`config.mk`:
```
export PLATFORM = sky130hd
export DESIGN_NAME = tmds_channel_decoder
export DESIGN_NICKNAME = d
export VERILOG_FILES = /design/src/rtl/tmds_pkg.sv /design/src/rtl/tmds_channel_decoder.sv
export SDC_FILE = /design/constraint.sdc
export NUM_CORES = 1
export LEC_CHECK = 0
export ABC_AREA = 1
export BUFFER_PORTS_ARGS = -buffer_cell sky130_fd_sc_hd__buf_2
export CAP_MARGIN = 30
export CORE_MARGIN = 3
export CORE_UTILIZATION = 47
export CTS_CLUSTER_DIAMETER = 100
export DETAILED_ROUTE_END_ITERATION = 12
export GPL_ROUTABILITY_DRIVEN = 0
export PLACE_DENSITY = 0.66
export SLEW_MARGIN = 5
export SYNTH_ARGS = -nofsm -noshare
export SYNTH_HDL_FRONTEND = slang
export SYNTH_SLANG_ARGS = --single-unit
```
`constraint.sdc`:
```
create_clock -name clock -period 1.7 [get_ports clock]
set_input_delay 0.34 -clock clock [delete_from_list [all_inputs] [get_ports clock]]
set_output_delay 0.34 -clock clock [all_outputs]
set_load 0.01 [all_outputs]
```
`src/rtl/tmds_pkg.sv`:
```
// Shared TMDS definitions: control tokens, lane alignment states and the
// 10b-to-8b data decode used by the receive lanes.
package tmds_pkg;

  localparam logic [9:0] TOKEN_C00 = 10'b1101010100;
  localparam logic [9:0] TOKEN_C01 = 10'b0010101011;
  localparam logic [9:0] TOKEN_C10 = 10'b0101010100;
  localparam logic [9:0] TOKEN_C11 = 10'b1010101011;

  typedef enum logic [1:0] {SEARCH, SLIP, WAIT, LOCKED} tmds_align_state_t;

  function automatic logic [7:0] tmds_decode(input logic [9:0] q);
    logic [7:0] d;
    logic [7:0] o;
    d    = q[9] ? ~q[7:0] : q[7:0];
    o[0] = d[0];
    for (int i = 1; i < 8; i++) begin
      o[i] = q[8] ? (d[i] ^ d[i-1]) : ~(d[i] ^ d[i-1]);
    end
    return o;
  endfunction

  // Returns {valid, C1, C0}.
  function automatic logic [2:0] tmds_is_token(input logic [9:0] q);
    logic [2:0] r;
    case (q)
      TOKEN_C00: r = 3'b100;
      TOKEN_C01: r = 3'b101;
      TOKEN_C10: r = 3'b110;
      TOKEN_C11: r = 3'b111;
      default:   r = 3'b000;
    endcase
    return r;
  endfunction

endpackage

```
`src/rtl/tmds_channel_decoder.sv`:
```
// One TMDS receive lane: bitslip-based word alignment on control-token runs,
// followed by a two-stage decode pipeline producing pixel data, DE and C1:C0.
module tmds_channel_decoder
  import tmds_pkg::*;
#(
  parameter int unsigned TOKEN_RUN      = 8,
  parameter int unsigned SEARCH_TIMEOUT = 4096,
  parameter int unsigned SLIP_WAIT      = 16
) (
  input  logic       clock,
  input  logic       reset,
  input  logic [9:0] data_in,
  output logic       bitslip,
  output logic       aligned,
  output logic       video_de,
  output logic [1:0] video_ctrl,
  output logic [7:0] video_data
);

  localparam int unsigned TmoW  = $clog2(SEARCH_TIMEOUT + 1);
  localparam int unsigned WaitW = $clog2(SLIP_WAIT + 1);
  localparam int unsigned RunW  = $clog2(TOKEN_RUN + 1);

  localparam logic [TmoW-1:0]  TmoLast  = TmoW'(SEARCH_TIMEOUT - 1);
  localparam logic [WaitW-1:0] WaitLast = WaitW'(SLIP_WAIT - 1);
  localparam logic [RunW-1:0]  RunMax   = RunW'(TOKEN_RUN);

  tmds_align_state_t state_q, state_d;

  logic [9:0]       data_q;
  logic             tok_q, tok_d;
  logic [1:0]       tok_c_q, tok_c_d;
  logic [RunW-1:0]  run_cnt_q, run_cnt_d;
  logic [TmoW-1:0]  tmo_cnt_q, tmo_cnt_d;
  logic [WaitW-1:0] wait_cnt_q, wait_cnt_d;
  logic             bitslip_q, bitslip_d;
  logic             aligned_q, aligned_d;
  logic             video_de_q, video_de_d;
  logic [1:0]       video_ctrl_q, video_ctrl_d;
  logic [7:0]       video_data_q, video_data_d;

  always_comb begin
    logic [2:0] tok_info;
    tok_info = tmds_is_token(data_in);
    tok_d    = tok_info[2];
    tok_c_d  = tok_info[1:0];
  end

  always_comb begin
    state_d    = state_q;
    tmo_cnt_d  = tmo_cnt_q;
    wait_cnt_d = wait_cnt_q;

    if (!tok_q) begin
      run_cnt_d = '0;
    end else if (run_cnt_q != RunMax) begin
      run_cnt_d = run_cnt_q + RunW'(1);
    end else begin
      run_cnt_d = run_cnt_q;
    end

    unique case (state_q)
      SEARCH: begin
        tmo_cnt_d = tmo_cnt_q + TmoW'(1);
        // A completed run takes priority over a coincident timeout.
        if (run_cnt_q == RunMax) begin
          state_d   = LOCKED;
          tmo_cnt_d = '0;
        end else if (tmo_cnt_q == TmoLast) begin
          state_d   = SLIP;
          tmo_cnt_d = '0;
        end
      end
      SLIP: begin
        state_d    = WAIT;
        wait_cnt_d = '0;
        run_cnt_d  = '0;
      end
      WAIT: begin
        run_cnt_d  = '0;
        wait_cnt_d = wait_cnt_q + WaitW'(1);
        if (wait_cnt_q == WaitLast) begin
          state_d    = SEARCH;
          tmo_cnt_d  = '0;
          wait_cnt_d = '0;
        end
      end
      LOCKED: begin
        tmo_cnt_d = tok_q ? '0 : tmo_cnt_q + TmoW'(1);
        if (tmo_cnt_q == TmoLast) begin
          state_d   = SEARCH;
          tmo_cnt_d = '0;
          run_cnt_d = '0;
        end
      end
      default: state_d = SEARCH;
    endcase
  end

  always_comb begin
    bitslip_d = (state_d == SLIP);
    aligned_d = (state_d == LOCKED);
    if (tok_q) begin
      video_de_d   = 1'b0;
      video_data_d = '0;
      video_ctrl_d = tok_c_q;
    end else begin
      video_de_d   = 1'b1;
      video_data_d = tmds_decode(data_q);
      video_ctrl_d = video_ctrl_q;
    end
  end

  always_ff @(posedge clock or posedge reset) begin
    if (reset) begin
      state_q      <= SEARCH;
      data_q       <= '0;
      tok_q        <= 1'b0;
      tok_c_q      <= '0;
      run_cnt_q    <= '0;
      tmo_cnt_q    <= '0;
      wait_cnt_q   <= '0;
      bitslip_q    <= 1'b0;
      aligned_q    <= 1'b0;
      video_de_q   <= 1'b0;
      video_ctrl_q <= '0;
      video_data_q <= '0;
    end else begin
      state_q      <= state_d;
      data_q       <= data_in;
      tok_q        <= tok_d;
      tok_c_q      <= tok_c_d;
      run_cnt_q    <= run_cnt_d;
      tmo_cnt_q    <= tmo_cnt_d;
      wait_cnt_q   <= wait_cnt_d;
      bitslip_q    <= bitslip_d;
      aligned_q    <= aligned_d;
      video_de_q   <= video_de_d;
      video_ctrl_q <= video_ctrl_d;
      video_data_q <= video_data_d;
    end
  end

  assign bitslip    = bitslip_q;
  assign aligned    = aligned_q;
  assign video_de   = video_de_q;
  assign video_ctrl = video_ctrl_q;
  assign video_data = video_data_q;

endmodule
```
==> results.tsv, run 1 <==
stage	metric	value	unit
global_route	grt_max_degree	51	
worst_hold_path	hold_path.class	primary input to asynchronous set/reset pin	
synthesis	yosys.area.top_type_share	53.48	%
global_route	grt_use_total	14.78	%
run_status	status	complete, no violations	
clock_network	clock_latency	0.30	ns
routing	drc	0	
timing	skew	0.003239	ns
placement	placed_area	0.002570	mm^2
setup_path	start_kind	flip-flop	
finish	diodes	0	
routing	ant_nets	0	
timing	finalSetupViolCount	0	
finish	multi_input_area	910.9	um^2
routing	vias	1711	
die	die_h	76.56	um
synthesis	yosysSeqAreaShare	53.48	%
clock_network	clock_path_buffers	2	
setup_path	arrival	1.76	ns
clock_network	cts_hold_buf	0	
die	start_util	49.21	%
clock_network	clk_pin_slew	0.09	ns
synthesis	synth_area_leaders	dfrtp_1, nand2_1, inv_1	
die	core_area	0.004755	mm^2
power_and_ir_drop	p_leak	1.437	nW
timing	fmaxAchievable	0.6516	GHz
global_route	grt-ovfl-total	0	
timing	min_period	1.535	ns
timing	final.period_utilization	90.27	%
die	rows	25	
synthesis	syn_nets	280	
timing	rsz0062_at_grt	no	
finish	mostFrequentLayoutCell	dfrtp_1	
synthesis	synthArstFlopShare	100.0	%
finish	finalNetCount	312	
timing	fin_setup_tns	0	ns
finish	drive_above_1_share	17.41	%
synthesis	yosysWarnings	0	
timing	slew_violations	0	
setup_path	required	1.92	ns
timing	tightest_slew	0.5019	ns
clock_network	numCtsBuffers	5	
synthesis	syn_area_per_cell	8.999	um^2
synthesis	synth_edf_count	0	
finish	final_area	0.002695	mm^2
finish	area_growth	15.19	%
finish	layout_common_cells	dfrtp_1, nand2_1, inv_1	
power_and_ir_drop	power.density	815.1	mW/mm^2
routing	drt_iter0_drc	83	
clock_network	cts-htree-levels	2	
synthesis	yosysTopAreaCell	dfrtp_1	
clock_network	cts_resized	0	
global_route	grt_pass1_vias	1665	
placement	dpl.hpwl	2.844	mm
finish	regArea	0.001251	mm^2
power_and_ir_drop	ir_drop	522.4	uV
global_route	antenna_found_initial	0	
clock_network	post-cts-setup-buffers	0	
setup_path	crit_fanout	5	
placement	numPortBuffers	24	
synthesis	synth_ff_type	dfrtp_1	
routing	wl_per_cell	10.72	um
synthesis	synth.distinct_cells	32	
die	dieArea	0.005861	mm^2
finish	fill_cells	449	
clock_network	root_buffer	clkbuf_8	
clock_network	cts_sinks	50	
routing	first_pass_iters	4	
finish	post-route-util	56.68	%
clock_network	cts_tree	built	
die	die_w	76.56	um
timing	max_slew_margin	66.23	%
setup_path	endpoint_kind	flip-flop	
timing	finalHoldViolCount	0	
synthesis	netlist_area	0.002340	mm^2
die	num_io_pins	25	
run	drv_cap	0	
synthesis	synth-seq-cells	50	
routing	wl	3.858	mm
global_route	grt_pass1_wl	7.120	mm
synthesis	syn-instance-count	260	
routing	viasPerCell	4.753	
setup_path	crit_type	flip-flop to flip-flop	
-- kinds of logic after synthesis --
logic type / share of synthesized area [%]
flops: 53.48
fa+ha+maj: 4.278
simple gates: 22.25
xor+xnor: 4.866
compound gates: 7.005
buf+inv: 8.128
-- worst paths after layout --
path	from	endpoint	slack, ns	depth (start not counted)
min in group clock	data_in[2]	data_q[2]	0.15	1
setup / recovery	state_q[0]	tmo_cnt_q[6]	0.17	9
max in group asynchronous	reset	wait_cnt_q[1]	1.42	3
hold reg to reg	tok_c_q[0]	video_ctrl[0]	0.46	2
hold / removal	reset	video_data[3]	0.06	3
setup reg to reg	state_q[0]	tmo_cnt_q[6]	0.17	9
-- report_power, final --
group,internal [mW],switching [mW]
combinational,0.0490,0.0761
sequential,1.22,0.0151
clock,0.441,0.392
-- state kept, by name (all words and copies together) (netlist names) --
name	count
aligned	1
bitslip	1
data_q	10
run_cnt_q	4
state_q	2
tmo_cnt_q	13
tok_c_q	2
tok_q	1
video_ctrl	2
video_data	8
video_de	1
wait_cnt_q	5
-- per-layer routing --
layer / track usage, % / vias up / part of all wire, %
met3: 2.482 / 5 / 3.5
met5: 0 / - / 0
met1: 19.27 / 798 / 48
met2: 25.22 / 26 / 48
li1: - / 882 / -
met4: 4.529 / 0 / 1.1
-- cells in the mapped netlist (3+ instances only) --
library cell,instances
nor2_1,26
inv_1,43
nand4_1,6
a21oi_1,9
o21ai_0,13
dfrtp_1,50
xnor2_1,5
nand3_1,19
inv_2,3
nand2_1,47
xor2_1,8
ha_1,8
-- final cells by class --
class / count / area share, %
Clock inverter: 3 / 1.625
Clock buffer: 5 / 2.553
Tap cell: 67 / 3.110
Inverter: 47 / 6.732
Timing Repair Buffer: 27 / 5.757
Multi-Input combinational cell: 161 / 33.80
Sequential cell: 50 / 46.43
-- worst max-delay path: stages, from the launching register on --
cell	delay [ns]
dfrtp_1	0.39
buf_4	0.16
ha_1	0.25
nor2_1	0.10
nand2_1	0.05
nand2_1	0.12
nand2_1	0.10
nand2_2	0.10
o21ai_1	0.07
a21oi_1	0.12
-- stage by stage --
step           setup slack [ns]  hold slack (ns)  total power [mW]  instances
6_report                 0.1654          0.06299             2.197        360
3_5_place_dp            0.02667           0.4034             1.390        352
4_1_cts                0.009360          0.07339             2.231        360
3_3_place_gp             0.1044           0.3993             1.387        352
5_1_grt                0.009986          0.09273             2.297        360
2_1_floorplan            0.1588           0.3714             1.329        260
(Power assumes the default switching activity.)
==> inputs of run 2 (changes only) <==
Settings changed: CORE_UTILIZATION 47 to 58, PLACE_DENSITY 0.66 to 0.79.
==> results.tsv, run 2 (synthesis gave the netlist of run 1 again) <==
stage	metric	value	unit
finish	finalNetCount	314	
routing	drt_iter0_drc	150	
clock_network	clk_pin_slew	0.09	ns
die	die_w	69.52	um
global_route	grt_pass1_wl	7.369	mm
setup_path	required	1.90	ns
finish	largest_reg_flops	13	
setup_path	start_kind	flip-flop	
finish	multi_input_area	908.4	um^2
timing	whs	0.05349	ns
routing	wl	4.121	mm
finish	mostFrequentLayoutCell	dfrtp_1	
clock_network	cts-htree-levels	2	
setup_path	crit_fanout	10	
run	drv_cap	0	
finish	drive_above_1_share	18.98	%
clock_network	cts_tree	built	
timing	tightest_slew	0.4554	ns
routing	drc	0	
timing	max_slew_margin	69.36	%
global_route	grt_pass1_vias	1640	
clock_network	clock_path_buffers	2	
die	core_area	0.003771	mm^2
timing	skew	0.006473	ns
finish	area_growth	14.22	%
timing	fmaxAchievable	0.6495	GHz
finish	layout_common_cells	dfrtp_1, nand2_1, inv_1	
global_route	grt_use_total	19.27	%
die	rows	22	
finish	fill_cells	273	
power_and_ir_drop	power.density	783.8	mW/mm^2
routing	wl_per_cell	12.01	um
power_and_ir_drop	power.total	2.095	mW
worst_hold_path	hold_path.class	primary input to asynchronous set/reset pin	
run_status	status	complete, no violations	
timing	rsz0062_at_grt	no	
clock_network	cts_hold_buf	0	
timing	fin_setup_tns	0	ns
clock_network	numCtsBuffers	5	
finish	top_register	tmo_cnt_q	
clock_network	cts_sinks	50	
timing	finalSetupViolCount	0	
routing	first_pass_iters	4	
die	start_util	62.04	%
setup_path	endpoint_kind	flip-flop	
power_and_ir_drop	p_leak	1.434	nW
timing	min_period	1.540	ns
finish	post-route-util	70.87	%
routing	viasPerCell	5.131	
placement	dpl.hpwl	3.019	mm
finish	regArea	0.001252	mm^2
global_route	grt_max_degree	51	
clock_network	clock_latency	0.31	ns
setup_path	arrival	1.74	ns
die	dieArea	0.004832	mm^2
placement	numPortBuffers	24	
global_route	antenna_found_initial	0	
timing	finalHoldViolCount	0	
timing	slew_violations	0	
die	die_h	69.52	um
routing	ant_nets	0	
routing	vias	1760	
finish	diodes	0	
global_route	grt-ovfl-total	0	
clock_network	root_buffer	clkbuf_8	
power_and_ir_drop	ir_drop	580.9	uV
timing	final.period_utilization	90.57	%
setup_path	crit_type	flip-flop to flip-flop	
die	num_io_pins	25	
run 2: layout make-up:
class | instances | share of cell area [%]
clock buffers | 6 | 3.090
clock inverters | 2 | 0.6554
inverters | 47 | 6.788
multi-input cells | 161 | 33.99
flip-flops and latches | 50 | 46.86
well taps | 48 | 2.247
repair buffers | 29 | 6.367
run 2: critical path, stage by stage (launching register included):
cell and delay, ns:
dfrtp_2 0.45, inv_1 0.09, ha_2 0.21, nand2_1 0.13, nand3b_4 0.17, clkinv_4 0.11, nand2_1 0.08, xor2_1 0.14
nor2_1 0.05
run 2: layer usage:
layer  part of all wire (%)  global-route usage (%)
met5                      0                       0
met4                    2.1                   8.460
met3                    3.3                   3.913
met2                     48                   30.51
met1                     47                   25.70
run 2: worst paths after layout:
path                            start             to  slack [ns]  depth (start not counted)
setup / recovery           state_q[0]   tmo_cnt_q[8]        0.16                          8
hold / removal                  reset  video_ctrl[0]        0.05                          3
setup reg to reg           state_q[0]   tmo_cnt_q[8]        0.16                          8
hold reg to reg             data_q[4]  video_data[5]        0.46                          1
max in group asynchronous       reset     state_q[0]        1.42                          3
min in group clock         data_in[6]      data_q[6]        0.15                          1
run 2: stage by stage:
stage | cells | setup slack (ns) | area, um^2
finish | 343 | 0.1604 | 2673
global route | 343 | 0.006737 | 2673
CTS | 342 | 0.09667 | 2654
detailed placement | 334 | 0.1033 | 2554
global placement | 334 | 0.1725 | 2554
floorplan | 260 | 0.1588 | 2340
run 2: repair_timing:
| action | CTS | global route |
|---|---|---|
| gates resized for setup | 0 | 4 |
| setup buffers | 0 | 1 |
| endpoints found under the setup margin | 0 | 12 |
run 2: power by group:
group,internal (mW),total (mW),switching [mW]
clock,0.335,0.731,0.396
combinational,0.0491,0.126,0.0772
sequential,1.22,1.24,0.0144
